<file path="config.mk">
export PLATFORM = sky130hd
export DESIGN_NAME = dmem_arbiter
export DESIGN_NICKNAME = d
export VERILOG_FILES = /design/src/rtl/dmem_arbiter_pkg.sv /design/src/rtl/dmem_arbiter_rr_arb2.sv /design/src/rtl/dmem_arbiter.sv
export SDC_FILE = /design/constraint.sdc
export NUM_CORES = 1
export LEC_CHECK = 0
export CORE_AREA = 4 4 229 231
export DETAILED_ROUTE_END_ITERATION = 8
export DIE_AREA = 0 0 233 235
export GPL_TIMING_DRIVEN = 1
export PLACE_DENSITY_LB_ADDON = 0.1
export RECOVER_POWER = 100
export SETUP_SLACK_MARGIN = 0.3
export SLEW_MARGIN = 20
export SYNTH_ARGS = -nofsm -noshare
export SYNTH_HDL_FRONTEND = slang
export SYNTH_SLANG_ARGS = --single-unit
</file>
<file path="constraint.sdc">
create_clock -name clk -period 6.5 [get_ports clk]
set_input_delay 0.65 -clock clk [delete_from_list [all_inputs] [get_ports clk]]
set_output_delay 0.65 -clock clk [all_outputs]
set_load 0.02 [all_outputs]
</file>
<file path="src/rtl/dmem_arbiter_pkg.sv">
`default_nettype none
// ============================================================================
// Module      : dmem_arbiter_pkg
// Description : Shared types and constants for the data-memory arbiter.
//               - FSM state encoding
//               - requester port identifiers
//               - byte-to-word shift
//               - address error check helper
// Revision    : 1.0 - initial release
// ============================================================================
package dmem_arbiter_pkg;

  typedef enum logic [1:0] {
    IDLE   = 2'd0,
    ACCESS = 2'd1,
    RESP   = 2'd2
  } state_t;

  localparam logic        c_PORT_CPU   = 1'b0;
  localparam logic        c_PORT_DMA   = 1'b1;
  localparam int unsigned c_WORD_SHIFT = 3;

  // A request is in error when it is not 8-byte aligned, or when its word
  // index falls beyond the end of the memory.
  function automatic logic addr_err(input logic [63:0] addr,
                                    input int unsigned words);
    logic [63-c_WORD_SHIFT:0] w_index;
    w_index  = addr[63:c_WORD_SHIFT];
    addr_err = (addr[c_WORD_SHIFT-1:0] != '0) ||
               (w_index >= (64-c_WORD_SHIFT)'(words));
  endfunction

endpackage
`default_nettype wire

</file>
<file path="src/rtl/dmem_arbiter_rr_arb2.sv">
`default_nettype none
// ============================================================================
// Module      : rr_arb2
// Description : Two-requester arbiter, round-robin or fixed priority.
//               Ports:
//                 i_req[1:0]    requests (bit 0 = cpu, bit 1 = dma)
//                 i_last_grant  port id granted most recently
//                 o_grant[1:0]  one-hot grant (zero when no request)
// Revision    : 1.0 - initial release
// ============================================================================
module rr_arb2
  import dmem_arbiter_pkg::*;
#(
  parameter int FIXED_PRI = 0
) (
  input  logic [1:0] i_req,
  input  logic       i_last_grant,
  output logic [1:0] o_grant
);

  always_comb begin
    o_grant = 2'b00;
    case (i_req)
      2'b01:   o_grant = 2'b01;
      2'b10:   o_grant = 2'b10;
      2'b11: begin
        // On a tie the port that did not win last time goes first, unless
        // the cpu is configured to always win.
        if ((FIXED_PRI != 0) || (i_last_grant == c_PORT_DMA)) begin
          o_grant = 2'b01;
        end else begin
          o_grant = 2'b10;
        end
      end
      default: o_grant = 2'b00;
    endcase
  end

endmodule
`default_nettype wire

</file>
<file path="src/rtl/dmem_arbiter.sv">
`default_nettype none
// ============================================================================
// Module      : dmem_arbiter
// Description : Shares a single-port data memory between the pipeline MEM
//               stage (cpu) and a debug/DMA loader (dma).
//               Ports:
//                 clk, reset              clock, async active-high reset
//                 cpu_req_* / dma_req_*   valid/ready request channels
//                 cpu_rsp_* / dma_rsp_*   one-cycle response pulses
//                 mem_*                   data_memory interface
//               One transaction every two cycles: accept -> ACCESS -> RESP,
//               with the next accept allowed in the RESP cycle.
// Revision    : 1.0 - initial release
// ============================================================================
module dmem_arbiter
  import dmem_arbiter_pkg::*;
#(
  parameter int FIXED_PRI = 0,
  parameter int MEM_WORDS = 1024
) (
  input  logic        clk,
  input  logic        reset,
  input  logic        cpu_req_valid,
  input  logic        cpu_req_write,
  input  logic [63:0] cpu_req_addr,
  input  logic [63:0] cpu_req_wdata,
  output logic        cpu_req_ready,
  output logic        cpu_rsp_valid,
  output logic [63:0] cpu_rsp_rdata,
  output logic        cpu_rsp_err,
  input  logic        dma_req_valid,
  input  logic        dma_req_write,
  input  logic [63:0] dma_req_addr,
  input  logic [63:0] dma_req_wdata,
  output logic        dma_req_ready,
  output logic        dma_rsp_valid,
  output logic [63:0] dma_rsp_rdata,
  output logic        dma_rsp_err,
  output logic        mem_read,
  output logic        mem_write,
  output logic [63:0] mem_address,
  output logic [63:0] mem_write_data,
  input  logic [63:0] mem_read_data
);

  state_t      r_state;
  state_t      w_next_state;
  logic        r_last_grant;
  logic        r_port;
  logic        r_write;
  logic [63:0] r_addr;
  logic [63:0] r_wdata;
  logic        r_err;
  logic [63:0] r_rdata;

  logic [1:0]  w_grant;
  logic        w_can_accept;
  logic        w_accept;
  logic        w_sel_dma;
  logic        w_sel_write;
  logic [63:0] w_sel_addr;
  logic [63:0] w_sel_wdata;
  logic        w_sel_err;
  logic        w_in_access;
  logic        w_in_resp;

  // --------------------------------------------------------------------------
  // Arbitration and acceptance
  // --------------------------------------------------------------------------
  rr_arb2 #(
    .FIXED_PRI (FIXED_PRI)
  ) u_arb (
    .i_req        ({dma_req_valid, cpu_req_valid}),
    .i_last_grant (r_last_grant),
    .o_grant      (w_grant)
  );

  assign w_in_access  = (r_state == ACCESS);
  assign w_in_resp    = (r_state == RESP);
  assign w_can_accept = (r_state == IDLE) || w_in_resp;

  assign cpu_req_ready = w_can_accept && w_grant[0];
  assign dma_req_ready = w_can_accept && w_grant[1];
  assign w_accept      = cpu_req_ready || dma_req_ready;

  assign w_sel_dma   = w_grant[1];
  assign w_sel_write = w_sel_dma ? dma_req_write : cpu_req_write;
  assign w_sel_addr  = w_sel_dma ? dma_req_addr  : cpu_req_addr;
  assign w_sel_wdata = w_sel_dma ? dma_req_wdata : cpu_req_wdata;
  assign w_sel_err   = addr_err(w_sel_addr, MEM_WORDS);

  // --------------------------------------------------------------------------
  // FSM
  // --------------------------------------------------------------------------
  always_ff @(posedge clk or posedge reset) begin
    if (reset) begin
      r_state <= IDLE;
    end else begin
      r_state <= w_next_state;
    end
  end

  always_comb begin
    w_next_state = r_state;
    case (r_state)
      IDLE: begin
        if (w_accept) begin
          w_next_state = w_sel_err ? RESP : ACCESS;
        end
      end
      ACCESS: begin
        w_next_state = RESP;
      end
      RESP: begin
        if (w_accept) begin
          w_next_state = w_sel_err ? RESP : ACCESS;
        end else begin
          w_next_state = IDLE;
        end
      end
      default: begin
        w_next_state = IDLE;
      end
    endcase
  end

  // --------------------------------------------------------------------------
  // Latched transaction and response data
  // --------------------------------------------------------------------------
  always_ff @(posedge clk or posedge reset) begin
    if (reset) begin
      r_last_grant <= c_PORT_DMA;
      r_port       <= c_PORT_CPU;
      r_write      <= 1'b0;
      r_addr       <= '0;
      r_wdata      <= '0;
      r_err        <= 1'b0;
      r_rdata      <= '0;
    end else if (w_accept) begin
      r_last_grant <= w_sel_dma ? c_PORT_DMA : c_PORT_CPU;
      r_port       <= w_sel_dma ? c_PORT_DMA : c_PORT_CPU;
      r_write      <= w_sel_write;
      r_addr       <= w_sel_addr;
      r_wdata      <= w_sel_wdata;
      r_err        <= w_sel_err;
      // Cleared here so stores and errored requests respond with zero data.
      r_rdata      <= '0;
    end else if (w_in_access && !r_write) begin
      r_rdata <= mem_read_data;
    end
  end

  // --------------------------------------------------------------------------
  // Memory interface: decoded from the state register only, so an async
  // reset in ACCESS removes mem_write before the closing edge.
  // --------------------------------------------------------------------------
  assign mem_read       = w_in_access && !r_write;
  assign mem_write      = w_in_access &&  r_write;
  assign mem_address    = w_in_access ? r_addr  : '0;
  assign mem_write_data = w_in_access ? r_wdata : '0;

  // --------------------------------------------------------------------------
  // Responses
  // --------------------------------------------------------------------------
  assign cpu_rsp_valid = w_in_resp && (r_port == c_PORT_CPU);
  assign cpu_rsp_rdata = cpu_rsp_valid ? r_rdata : '0;
  assign cpu_rsp_err   = cpu_rsp_valid && r_err;

  assign dma_rsp_valid = w_in_resp && (r_port == c_PORT_DMA);
  assign dma_rsp_rdata = dma_rsp_valid ? r_rdata : '0;
  assign dma_rsp_err   = dma_rsp_valid && r_err;

endmodule
`default_nettype wire

</file>
==> impl_metrics.yaml <==
outcome:
  status: "finished, violations left"
  violations: "capacitance limit, slew limit"
floorplanning:
  ios: 590
  placeableCoreArea_sq_um: 50100
  start_util_pct: 21.7
  rows: 82
  die_y_microns: 235
  die_x_microns: 233
  die_area_sq_um: 54800
worst_setup_path:
  worst-setup-path-type: "primary input to flip-flop"
  reg2reg_to: "r_rdata[32]"
  r2r-start: "r_state[0]"
  r2r_cells: 7
  path_max_fanout: 67
  critPathArrivalTime_ns: 5.27
  cp.required_ns: 6.91
  reg2reg_slack_ns: 1.80
  critPathCaptureType: "flip-flop"
  startpoint_type: "primary input"
power:
  p_sw_share_pct: 27.3
  p_leak_nw: 7.33
  peakVddDrop_mv: 0.142
  p_switching_mw: 0.846
  seqPwrFrac_pct: 45.1
  p_clk_share_pct: 38.0
  combPwrFrac_pct: 16.9
  intPower_mw: 2.25
  pwr_density_cell_nw_per_um2: 176
clock_tree:
  clock_latency_ns: 0.49
  cts_setup_buffers: 0
  cts_tree: "yes"
  cts-root-buf: "clkbuf_16"
  ctsLongestPathBuffers: 2
  path_clk_slew_ns: 0.07
  post_cts_resized: 0
  cts.sinks: 198
  cts_max_level: 4
  hold_buffers: 0
  numCtsBuffers: 17
cells_and_area:
  seq_area_sq_um: 4960
  fill_cells: 5443
  multiInputGateArea_sq_um: 5120
  final_util_pct: 35.1
  area_growth_pct: 61.9
  drive_above_1_share_pct: 2.74
  final_nets: 2172
routing:
  wl_met3_mm: 4.29
  routed_wl_mm: 51.6
  first_iter_violations: 563
  wl_met2_mm: 25.4
  wl_per_cell_microns: 20.4
  top_layer: "met5"
  met1Wirelength_mm: 20.8
  ant_nets: 0
  drc: 0
  num_vias: 11009
  dr.pass1.iters: 5
  routed_via_density: 4.34
yosys:
  ys_warn_count: 0
  synth.top_cell.area_share_pct: 45.4
  ys_ff_latch: 198
  synth_area_sq_um: 10900
  yosys-top-cells-area: "dfrtp_1 45%, and2_1 15%, nand2_1 13%"
  postSynthAreaPerCell_sq_um: 8.14
  ys_types: 33
  synth_top_area_cell: "dfrtp_1"
  syn_inst: 1334
  ys_seq_area_share_pct: 45.7
  syn-num-nets: 1660
sta:
  drv_slew: 418
  min_period_over_period_pct: 74.8
  rsz0062_at_grt: "no"
  setup_tns_ns: 0
  fmax_mhz: 206
  tightestPinTransition_ns: 3.34
  hold_viol: 0
  period_minus_slack_ns: 4.86
  report.final.setup_viol: 0
  max-slew-margin-rel_pct: -123
  skew_ns: 0.0137
  worst_slack_ns: 1.64
place:
  dp_hpwl_mm: 38.3
  pre_cts_ws_ns: 3.00
  place_congestion: 0.840
  portBuffers: 589
run:
  drv_cap: 7
global_routing:
  globalRouteOverflowTotal: 0
  grt.total_usage_pct: 18.5
  antenna_found_initial: 14
  grt_pass1_vias: 11335
  grt_max_degree: 177
  grt_pass1_wl_mm: 75.9
hold_path:
  worstHoldStart: "r_rdata[63]"
  holdPathStages: 2
  hold_class: "flip-flop to flip-flop"
  holdPathEnd: "r_rdata[63]"
worst max-delay path: stages:
cell and delay, ns:
dlygate4sd3_1 0.69, a21bo_4 0.17, clkbuf_1 2.34, buf_4 0.91
nand2_1 0.14, a31oi_1 0.19
cell families (layout without fill, tap and decap cells):
logic type | count (synthesis) | after routing | share of synthesized area, %
and+or+nand+nor | 820 | 820 | 35.8
AOI/OAI and AO/OA | 204 | 204 | 11.7
DFF | 198 | 198 | 45.7
buffers and inverters | 112 | 636 | 6.87
other | 0 | 6 | 0
through the flow:
stage	instances	power [mW]	cell area, sq um	hold slack (ns)
after floorplan	1334	1.65	10900	0.454
after global placement	2499	1.95	17000	0.519
after detailed placement	2499	1.96	17000	0.526
after CTS	2530	3.17	17600	0.536
after global routing	2531	3.27	17600	0.559
final	2536	3.10	17600	0.530
synth_stat cells:
master,number
buf_4,13
and2_1,259
nor3b_2,1
o21ai_0,2
nand2b_2,1
nand2_1,387
nor4_4,1
dfrtp_1,197
a21boi_2,1
clkbuf_1,22
nand2b_1,1
o31ai_1,2
a21oi_1,50
buf_6,30
and3_1,1
nor2_1,132
nor2b_1,1
nor4_2,5
nor4_1,22
o21a_1,2
and2b_4,1
inv_1,4
inv_2,1
a21oi_2,16
nand4_1,6
buf_2,36
a21o_1,1
clkbuf_2,5
dfstp_2,1
a21bo_1,1
a31oi_1,129
buf_1,1
nand3_1,2
metal layers:
layer	up-vias	track usage (%)
li1	5369	-
met1	5196	21.9
met2	369	31.3
met3	61	6.67
met4	14	5.89
met5	-	0
power groups by stage:
stage	combinational [mW]	sequential, mW	clock [mW]
after floorplan	0.260	1.39	0
after global placement	0.528	1.42	0
after detailed placement	0.535	1.42	0
after CTS	0.535	1.40	1.24
final	0.524	1.40	1.18
after global routing	0.581	1.41	1.28
placed cells by master, fill, tap and decap left out, drive strengths merged, types with 4 or more instances in the layout:
| master | instances |
|---|---|
| a21oi | 66 |
| a31oi | 129 |
| and2 | 259 |
| buf | 5 |
| bufinv | 4 |
| clkbuf | 26 |
| clkdlybuf4s50 | 443 |
| clkinv | 4 |
| dfrtp | 197 |
| diode | 6 |
| dlygate4sd3 | 146 |
| inv | 6 |
| nand2 | 387 |
| nand4 | 6 |
| nor2 | 132 |
| nor4 | 28 |
worst max path at each step:
stage / from / to / slack [ns] / depth (start not counted)
after floorplan: reset / r_addr[0] / 0.45 / 1
after global placement: r_state[0] / mem_address[9] / 3.10 / 4
after detailed placement: r_state[0] / mem_address[9] / 3.00 / 4
after CTS: r_state[0] / mem_address[9] / 2.43 / 4
after global routing: r_state[0] / mem_address[9] / 1.17 / 4
final: cpu_req_valid / r_addr[59] / 1.64 / 6
cell type report:
type	count	share of cell area (%)
timing repair buffer	600	34.1
multi-input combinational	1024	29.1
sequential	198	28.2
tap	672	4.78
clock buffer	20	2.54
clock inverter	11	0.997
inverter	5	0.150
antenna	6	0.0854
registers in the layout, summed over array words and instances, names as in the netlist:
name	flops
r_write	1
r_state	2
r_rdata	64
r_port	1
r_wdata	64
r_last_grant	1
r_err	1
r_addr	64
No activity file was read; power rests on OpenSTA's default activity.
